$ cat src/rtl/cim_pkg.sv
// Shared constants for the compute-in-memory datapath: widths, shift_acc state
// encoding and the activation-precision clamp.
package cim_pkg;

  localparam int MAC_W = 15;
  localparam int NBITS = 8;
  localparam int ACC_W = MAC_W + NBITS;

  localparam logic [1:0] ST_IDLE = 2'd0;
  localparam logic [1:0] ST_ACC  = 2'd1;
  localparam logic [1:0] ST_DONE = 2'd2;

  // A precision of 0 or beyond the supported plane count means "full precision".
  function automatic logic [3:0] clamp_prec(input logic [3:0] p);
    if (p == 4'd0 || p > 4'(NBITS)) return 4'(NBITS);
    return p;
  endfunction

endpackage

$ cat src/rtl/shift_acc.sv
// Bit-serial shift-and-accumulate: folds up to NBITS MAC partial sums, MSB plane
// first, into one dot-product result handed off on a valid/ready port.
module shift_acc
  import cim_pkg::*;
#(
  parameter int MAC_W_P = MAC_W,
  parameter int NBITS_P = NBITS,
  parameter int ACC_W_P = MAC_W_P + NBITS_P
) (
  input  logic               clk,
  input  logic               rst_n,
  input  logic               start,
  input  logic [3:0]         prec,
  input  logic               sus,
  input  logic               mac_valid,
  input  logic [MAC_W_P-1:0] mac_in,
  output logic               mac_ready,
  output logic               out_valid,
  input  logic               out_ready,
  output logic [ACC_W_P-1:0] out_data,
  output logic               busy
);

  logic [1:0]         r_state;
  logic [3:0]         r_cnt;
  logic [3:0]         r_prec;
  logic               r_sus;
  logic [ACC_W_P-1:0] r_acc;
  logic [ACC_W_P-1:0] r_out;

  logic [ACC_W_P-1:0] w_ext;
  logic [ACC_W_P-1:0] w_shl;
  logic [ACC_W_P-1:0] w_sum;
  logic [3:0]         w_cnt_nx;
  logic               w_accept;
  logic               w_launch;

  assign mac_ready = (r_state == ST_ACC);
  assign out_valid = (r_state == ST_DONE);
  assign busy      = (r_state != ST_IDLE);
  assign out_data  = r_out;

  assign w_accept = mac_ready && mac_valid;
  // A job launches from IDLE, or back-to-back on the result handshake.
  assign w_launch = start && ((r_state == ST_IDLE) || (out_valid && out_ready));

  assign w_ext    = r_sus ? {{NBITS_P{mac_in[MAC_W_P-1]}}, mac_in}
                          : {{NBITS_P{1'b0}}, mac_in};
  assign w_shl    = r_acc << 1;
  // MSB plane carries negative weight in signed mode.
  assign w_sum    = (r_sus && r_cnt == 4'd0) ? (w_shl - w_ext) : (w_shl + w_ext);
  assign w_cnt_nx = r_cnt + 4'd1;

  always_ff @(posedge clk or negedge rst_n) begin
    if (!rst_n) begin
      r_state <= ST_IDLE;
      r_cnt   <= '0;
      r_prec  <= '0;
      r_sus   <= 1'b0;
      r_acc   <= '0;
      r_out   <= '0;
    end else if (w_launch) begin
      r_state <= ST_ACC;
      r_cnt   <= '0;
      r_prec  <= clamp_prec(prec);
      r_sus   <= sus;
      r_acc   <= '0;
    end else if (w_accept) begin
      r_acc <= w_sum;
      r_cnt <= w_cnt_nx;
      if (w_cnt_nx == r_prec) begin
        r_out   <= w_sum;
        r_state <= ST_DONE;
      end
    end else if (out_valid && out_ready) begin
      r_state <= ST_IDLE;
    end
  end

endmodule

$ cat config.mk
export PLATFORM = sky130hd
export DESIGN_NAME = shift_acc
export DESIGN_NICKNAME = d
export VERILOG_FILES = /design/src/rtl/cim_pkg.sv /design/src/rtl/shift_acc.sv
export SDC_FILE = /design/constraint.sdc
export NUM_CORES = 1
export LEC_CHECK = 0
export ABC_CLOCK_PERIOD_IN_PS = 3200
export CAP_MARGIN = 15
export CORE_UTILIZATION = 59
export CTS_BUF_LIST = sky130_fd_sc_hd__clkbuf_4 sky130_fd_sc_hd__clkbuf_8
export DETAILED_ROUTE_END_ITERATION = 7
export MAX_ROUTING_LAYER = met4
export PLACE_DENSITY = 0.85
export SYNTH_ARGS = -nofsm -noshare
export SYNTH_HDL_FRONTEND = slang
export SYNTH_SLANG_ARGS = --single-unit
$ cat constraint.sdc
create_clock -name clk -period 3.2 [get_ports clk]
set_input_delay 0.48 -clock clk [delete_from_list [all_inputs] [get_ports clk]]
set_output_delay 0.48 -clock clk [all_outputs]
set_load 0.02 [all_outputs]
==> results of run 1 <==
-- cell families after synthesis --
family          after synthesis
compound gates              174
simple gates                144
buf+inv                      69
flops                        56
fa+ha+maj                    47
xor+xnor                     29
mux                          18
-- where the power goes --
group	internal (mW)	total, mW	switching (mW)
sequential	1.04	1.32	0.284
combinational	2.17	4.72	2.54
clock	0.242	0.502	0.260
total	3.45	6.54	3.09
-- metrics by stage --
| step | power [mW] | cell area, um2 |
|---|---|---|
| floorplan | 4.17 | 4610 |
| global placement | 5.79 | 5690 |
| detailed placement | 5.90 | 5690 |
| CTS | 6.43 | 5810 |
| global route | 6.99 | 5830 |
| finish | 6.54 | 5830 |
-- layout make-up --
type	instances	share of cell area [%]
Sequential cell	56	24.0
Timing Repair Buffer	132	19.0
Inverter	42	2.70
Multi-Input combinational cell	412	50.1
Clock buffer	5	1.18
Clock inverter	3	0.858
Tap cell	99	2.12
-- Yosys cell counts (3+ instances only) --
cell type / count
xnor2_1: 16
a22o_1: 15
ha_1: 45
o21bai_1: 6
a211oi_1: 6
nand2_1: 37
o22ai_1: 4
nor4_1: 4
nand3_1: 11
a31oi_1: 6
inv_1: 42
dfrtp_1: 56
mux2_2: 16
nor2_1: 39
or2_2: 3
nor2b_1: 7
nand4_1: 3
clkbuf_1: 16
xor2_1: 13
nor3_1: 15
a21oi_1: 46
a211o_1: 3
nand3b_1: 4
o21ai_0: 45
a21o_1: 7
buf_4: 4
nand2b_1: 4
buf_6: 5
o31ai_1: 11
-- worst paths after layout --
check	startpoint	to
worst max-delay path	mac_in[4]	out_data[19]
worst min-delay path	rst_n	r_acc[0]
worst max register to register	r_acc[12]	out_data[20]
worst min register to register	out_data[12]	out_data[12]
max in group asynchronous	rst_n	r_acc[14]
min in group clk	out_data[12]	out_data[12]
-- cells in the final DEF, fill, tap and decap left out, types with 3 or more instances in the layout --
master / netlist / layout
a211o_1: 3 / 3
a211oi_1: 6 / 6
a21o_1: 7 / 7
a21oi_1: 46 / 44
a21oi_2: 1 / 3
a22o_1: 15 / 15
a31oi_1: 6 / 6
buf_4: 4 / 82
clkbuf_8: 0 / 5
clkdlybuf4s50_1: 0 / 49
dfrtp_1: 56 / 56
ha_1: 45 / 44
inv_1: 42 / 42
mux2_2: 16 / 16
nand2_1: 37 / 36
nand2b_1: 4 / 4
nand3_1: 11 / 11
nand3b_1: 4 / 4
nand4_1: 3 / 3
nor2_1: 39 / 39
nor2b_1: 7 / 7
nor3_1: 15 / 15
nor4_1: 4 / 3
o21ai_0: 45 / 43
o21ai_1: 1 / 3
o21bai_1: 6 / 6
o22ai_1: 4 / 4
o31ai_1: 11 / 10
or2_2: 3 / 3
xnor2_1: 16 / 16
xor2_1: 13 / 13
-- worst reg2reg max path: stages (launching register included) --
cell      delay, ps
dfrtp_1         450
ha_1            330
or4_4           560
nand2b_4        160
a21oi_1         190
nor3_1           70
buf_4           170
o21ai_1         170
xor2_1          260
mux2i_1         150
o21ai_0         220
-- registers in the layout, summed over array words and instances (netlist names) --
register,flops
r_state,2
r_prec,4
r_acc,22
out_data,23
r_sus,1
r_cnt,4
-- routing by layer --
layer	wire length [um]	track usage [%]
met1	5900	44.4
met2	6070	54.5
met3	825	4.04
met4	213	9.14
met5	0	-
-- repair_timing --
item	4_1_cts	5_1_grt
gates resized for setup	0	9
buffers inserted	0	0
endpoints found under the setup margin	0	6
==> reports/qor.csv, run 1 <==
stage,metric,value,unit
drt,DR vias/cell,6.03,
global_routing,initial antenna violation count,0,
timing,Slew headroom,67.9,%
placed_design,placed insts,741,
cells_and_area,area of the multi-input gates,2920,um2
synth,Synth area leader,dfrtp_1,
drt,DR DRC count,0,
drt,ANT nets after route,0,
timing,RSZ-0062 raised after global routing,no,
synth,Post-Synth Adder-Cell Area,13.1,%
drt,via count,4519,
setup_path,Crit path depth,12,
synth,Post-synth EDFFs,0,
synth,synth warn,0,
global_routing,pin count of the biggest net entering global routing,27,
timing,Least-Margin Pin Slew,469,ps
setup_path,crit path DAT,3270,ps
setup_path,Setup crit end kind,flop,
power_and_ir_drop,Worst VDD drop,0.683,mV
timing,Worst Skew,9.06,ps
timing,crit path time final,3060,ps
floorplan,Core Area,7410,um2
synth,Yosys cell types,64,
synth,Mapped Cells,537,
drt,DR pass1 iterations,5,
timing,final worst setup slack,136,ps
timing,Finish-stage setup viols,0,
synth,Synth Area in Simple Gates,15.7,%
clock_network,H-Tree Depth,2,
synth,async set-reset flop share out of synthesis,100,%
drt,WL/cell,17.4,um
clock_network,CTS Hold Bufs,0,
synth,syn_area_per_cell,8.59,um2
setup_path,"CP delay by family, top",compound AO/OA/AOI/OAI gates,
floorplan,num ports,51,
setup_path,critical-path maximum fanout,7,
floorplan,Initial Util,62.3,%
cells_and_area,Filler cells,522,
synth,Post-Synth XOR/XNOR Area,5.51,%
timing,final hold violations,0,
clock_network,Inserted Clock Buffers,5,
global_routing,vias in the first global route,4418,
setup_path,Reg2Reg Setup Slack,390,ps
clock_network,Sink Count,56,
synth,Synth Register Bits,56,
synth,complex-gate fraction of the synthesized area,24.2,%
setup_path,Worst Path Buf+Inv,3,
global_routing,Total GRT Usage,33.5,%
cells_and_area,register area,1400,um2
setup_path,Worst EP required,3410,ps
clock_network,worst-case clock buffer depth,2,
synth,sequential share of the synthesized area,30.4,%
cells_and_area,area grow syn2layout,26.5,%
placed_design,GPL Wtd Cong,0.933,
timing,Highest Clock Rate,326,MHz
cells_and_area,final net count,721,
setup_path,crit path cell chain,clkdlybuf4s50_1 -> inv_1 -> ha_1 -> nand2_1 -> a211o_1 -> a21oi_1 -> o22ai_1 -> o41a_1 -> o31ai_1 -> xor2_1 -> buf_4 -> mux2_2,
setup_path,Critical-path top delay cell,clkdlybuf4s50_1,
global_routing,first-pass GRT wire length,21200,um
placed_design,Detailed Place HPWL,10200,um
drt,detailed router's first-iteration violation count,335,
synth,mux contribution to synthesized area,4.34,%
power_and_ir_drop,LEAKAGE,2.76,nW
timing,period utilization,95.8,%
synth,cell area after synthesis,4610,um2
synth,largest family of logic cells by synthesized area,compound AO/OA/AOI/OAI gates,
clock_network,later-pin clock latency in the skew report,320,ps
setup_path,CP Class,in -> reg,
power_and_ir_drop,Pwr Density,1120,nW/um2
synth,Yosys top cell area share,30.4,%
clock_network,TritonCTS clock tree,done,
floorplan,# rows,31,
timing,Min Hold Slack,88.3,ps
cells_and_area,Layout Utilization,78.8,%
floorplan,Die Area,8170,um2
synth,"top cells by area, synth","dfrtp_1, ha_1, a21oi_1",
worst_hold_path,worst hold path class,in -> async,
synth,syn_nets,609,
cells_and_area,antenna fix cells,0,
setup_path,R2R cell count,10,
run_status,status,completed,
flow_run,max cap viols,0,
placed_design,DP Worst Slack,-184,ps
clock_network,CTS root buf,clkbuf_8,
cells_and_area,layout cells sized above 1,19.4,%
floorplan,Die Wd,90.4,um
setup_path,Critical Path Start Type,input pin,
floorplan,Die Span Y,90.4,um
clock_network,Clock transition at path regs,110,ps
drt,WL final,13000,um
global_routing,GRT overflow,0,
timing,"Slew Viols, Final",0,
placed_design,IO buf count,50,
setup_path,CP peak stage delay,480,ps
synth,Synth Flop Type,dfrtp_1,
cells_and_area,Layout Cells excl Fill,749,
timing,Setup TNS Final,0,ps
Power figures use the tool's default switching activity.
==> inputs of run 2 (changes only) <==
SKIP_LAST_GASP = 1   (was unset)
==> run 2 against run 1 <==
  * Utilization is 0.15 points lower
  * Critical path depth stayed put
  * Wire length is 0.17% lower
  * Cell area is 0.19% lower
  * Largest cell class unchanged
  * Clock-buffer cell count stayed put
  * First-iteration DRC count is 9.6% higher
  * Fmax is 1.7% lower
  * Sequential share of layout area hardly changed
  * Die area stayed put
  * Setup slack worse by 53 ps
  * Via count is 0.93% lower
  * Clock skew hardly changed
==> reports/qor.csv, run 2 (same netlist as run 1, synthesis figures left out) <==
stage,metric,value,unit,change
cells_and_area,"most common cell after layout, fill and taps aside",buf_4,,
global_routing,first-pass GRT wire length,21200,um,unchanged
floorplan,Initial Util,62.3,%,unchanged
cells_and_area,Layout Cells excl Fill,749,,unchanged
drt,DR DRC count,0,,unchanged
power_and_ir_drop,Pwr Density,1120,nW/um2,about the same
timing,final hold violations,0,,unchanged
timing,Slew headroom,66.9,%,-1.0 points
drt,DR vias/cell,5.98,,-0.93%
clock_network,H-Tree Depth,2,,unchanged
global_routing,vias in the first global route,4418,,unchanged
worst_hold_path,worst hold path class,in -> async,,
placed_design,Detailed Place HPWL,10200,um,unchanged
setup_path,Critical Path Start Type,input pin,,
floorplan,Die Span Y,90.4,um,unchanged
global_routing,pin count of the biggest net entering global routing,27,,unchanged
timing,final worst setup slack,82.4,ps,-53.5 ps
cells_and_area,area grow syn2layout,26.3,%,
drt,detailed router's first-iteration violation count,367,,+9.6%
floorplan,num ports,51,,unchanged
cells_and_area,Filler cells,526,,+0.77%
timing,Highest Clock Rate,321,MHz,-1.7%
drt,DR pass1 iterations,6,,+1
global_routing,GRT overflow,0,,unchanged
clock_network,Clock transition at path regs,110,ps,about the same
setup_path,Worst EP required,3410,ps,about the same
clock_network,later-pin clock latency in the skew report,320,ps,about the same
clock_network,Inserted Clock Buffers,5,,unchanged
timing,"Slew Viols, Final",0,,unchanged
timing,period utilization,97.4,%,+1.7 points
power_and_ir_drop,Reg power frac,20.2,%,about the same
floorplan,Core Area,7410,um2,unchanged
cells_and_area,layout cells sized above 1,18.9,%,-0.46 points
clock_network,CTS Hold Bufs,0,,unchanged
power_and_ir_drop,Worst VDD drop,0.678,mV,-0.66%
power_and_ir_drop,Switching Share,47.2,%,about the same
setup_path,CP Class,in -> reg,,
timing,crit path time final,3120,ps,+53.5 ps
run_status,status,completed,,
power_and_ir_drop,Net Sw Power,3.08,mW,-0.30%
clock_network,TritonCTS clock tree,done,,
flow_run,max cap viols,0,,unchanged
timing,Setup TNS Final,0,ps,unchanged
setup_path,worst r2r dst,out_data[16],,
setup_path,Reg-to-Reg Start,r_acc[12],,
setup_path,crit path DAT,3330,ps,+60 ps
floorplan,Die Wd,90.4,um,unchanged
cells_and_area,final net count,721,,unchanged
drt,WL final,13000,um,-0.17%
drt,WL/cell,17.3,um,-0.17%
floorplan,# rows,31,,unchanged
timing,Finish-stage setup viols,0,,unchanged
power_and_ir_drop,combinational power share,72.1,%,about the same
global_routing,Total GRT Usage,33.5,%,unchanged
timing,Worst Skew,9.05,ps,-0.00420 ps
placed_design,GPL Wtd Cong,0.933,,unchanged
floorplan,Die Area,8170,um2,unchanged
timing,Least-Margin Pin Slew,484,ps,+15.1 ps
setup_path,Setup crit end kind,flop,,
clock_network,Sink Count,56,,unchanged
setup_path,Reg2Reg Setup Slack,320,ps,-70 ps
placed_design,DP Worst Slack,-184,ps,unchanged
timing,RSZ-0062 raised after global routing,yes,,
power_and_ir_drop,LEAKAGE,2.75,nW,-0.10%
clock_network,worst-case clock buffer depth,2,,unchanged
cells_and_area,max FFs per register,23,,unchanged
placed_design,IO buf count,50,,unchanged
placed_design,placed insts,741,,unchanged
clock_network,CTS root buf,clkbuf_8,,
power_and_ir_drop,Pwr Total,6.52,mW,-0.22%
power_and_ir_drop,Clock Power Share,7.7,%,about the same
drt,ANT nets after route,0,,unchanged
cells_and_area,"commonest cells after routing, fill and taps aside","buf_4, dfrtp_1, clkdlybuf4s50_1, a21oi_1, ha_1",,
global_routing,initial antenna violation count,0,,unchanged
cells_and_area,antenna fix cells,0,,unchanged
clock_network,postcts setup bufs,0,,unchanged
setup_path,critical-path maximum fanout,3,,-4
drt,via count,4477,,-0.93%
setup_path,R2R cell count,10,,unchanged
power_and_ir_drop,Internal,3.45,mW,-0.15%
==> run 2: cell counts in the layout (fill, tap and decap cells not counted) <==
Identical to the previous run, type by type.
==> run 2: how the worst max path moves through the flow <==
stage / start / to / slack (ps) / cells past startpoint
after floorplan: mac_in[14] / out_data[22] / 560 / 11
after global placement: mac_in[13] / out_data[16] / -150 / 12
after detailed placement: mac_in[13] / out_data[16] / -180 / 12
after CTS: mac_in[13] / out_data[16] / 130 / 12
after global routing: mac_in[14] / out_data[22] / -10 / 12
final: mac_in[13] / out_data[16] / 80 / 12
==> run 2: area by class of cell <==
class | instances | area, um2 | area share, %
multi-input cells | 412 | 2910 | 50.0
well taps | 99 | 124 | 2.13
flip-flops and latches | 56 | 1400 | 24.1
clock inverters | 3 | 50.0 | 0.859
inverters | 42 | 158 | 2.71
repair buffers | 132 | 1110 | 19.1
clock buffers | 5 | 68.8 | 1.18
==> run 2: worst max-delay path, cell delays in order <==
cell	delay [ps]
clkdlybuf4s50_1	480
inv_1	50
ha_1	310
or4_4	560
nand2b_4	160
a21oi_1	190
nor3_1	70
buf_4	170
o31ai_1	280
a21oi_1	130
xnor2_1	160
mux2_2	270
==> run 2: power by group through the flow <==
| stage | clock network, mW | registers [mW] | logic [mW] |
|---|---|---|---|
| floorplan | 0 | 1.40 | 2.77 |
| global placement | 0 | 1.31 | 4.48 |
| detailed placement | 0 | 1.32 | 4.57 |
| CTS | 0.510 | 1.31 | 4.61 |
| global route | 0.536 | 1.36 | 5.09 |
| finish | 0.504 | 1.32 | 4.70 |
==> run 2: layer usage <==
layer / global-route usage (%) / routed length (um) / share of wire (%) / vias up
li1: - / - / - / 2144
met1: 44.4 / 5940 / 46 / 2159
met2: 54.5 / 6100 / 47 / 157
met3: 4.04 / 758 / 5.8 / 17
met4: 9.14 / 199 / 1.5 / 0
met5: - / 0 / 0 / -
==> run 2: what timing repair did <==
action,4_1_cts,5_1_grt
resized for setup,0,6
endpoints found under the hold margin,0,0
setup endpoints to repair,0,6
==> run 2: per-stage QoR <==
stage          hold WS (ps)  util, %  area (um2)
2_1_floorplan           184        -        4610
3_3_place_gp            450     76.8        5690
3_5_place_dp            447     76.8        5690
4_1_cts                93.9     78.4        5810
5_1_grt                 108     78.6        5820
6_report               86.9     78.6        5820
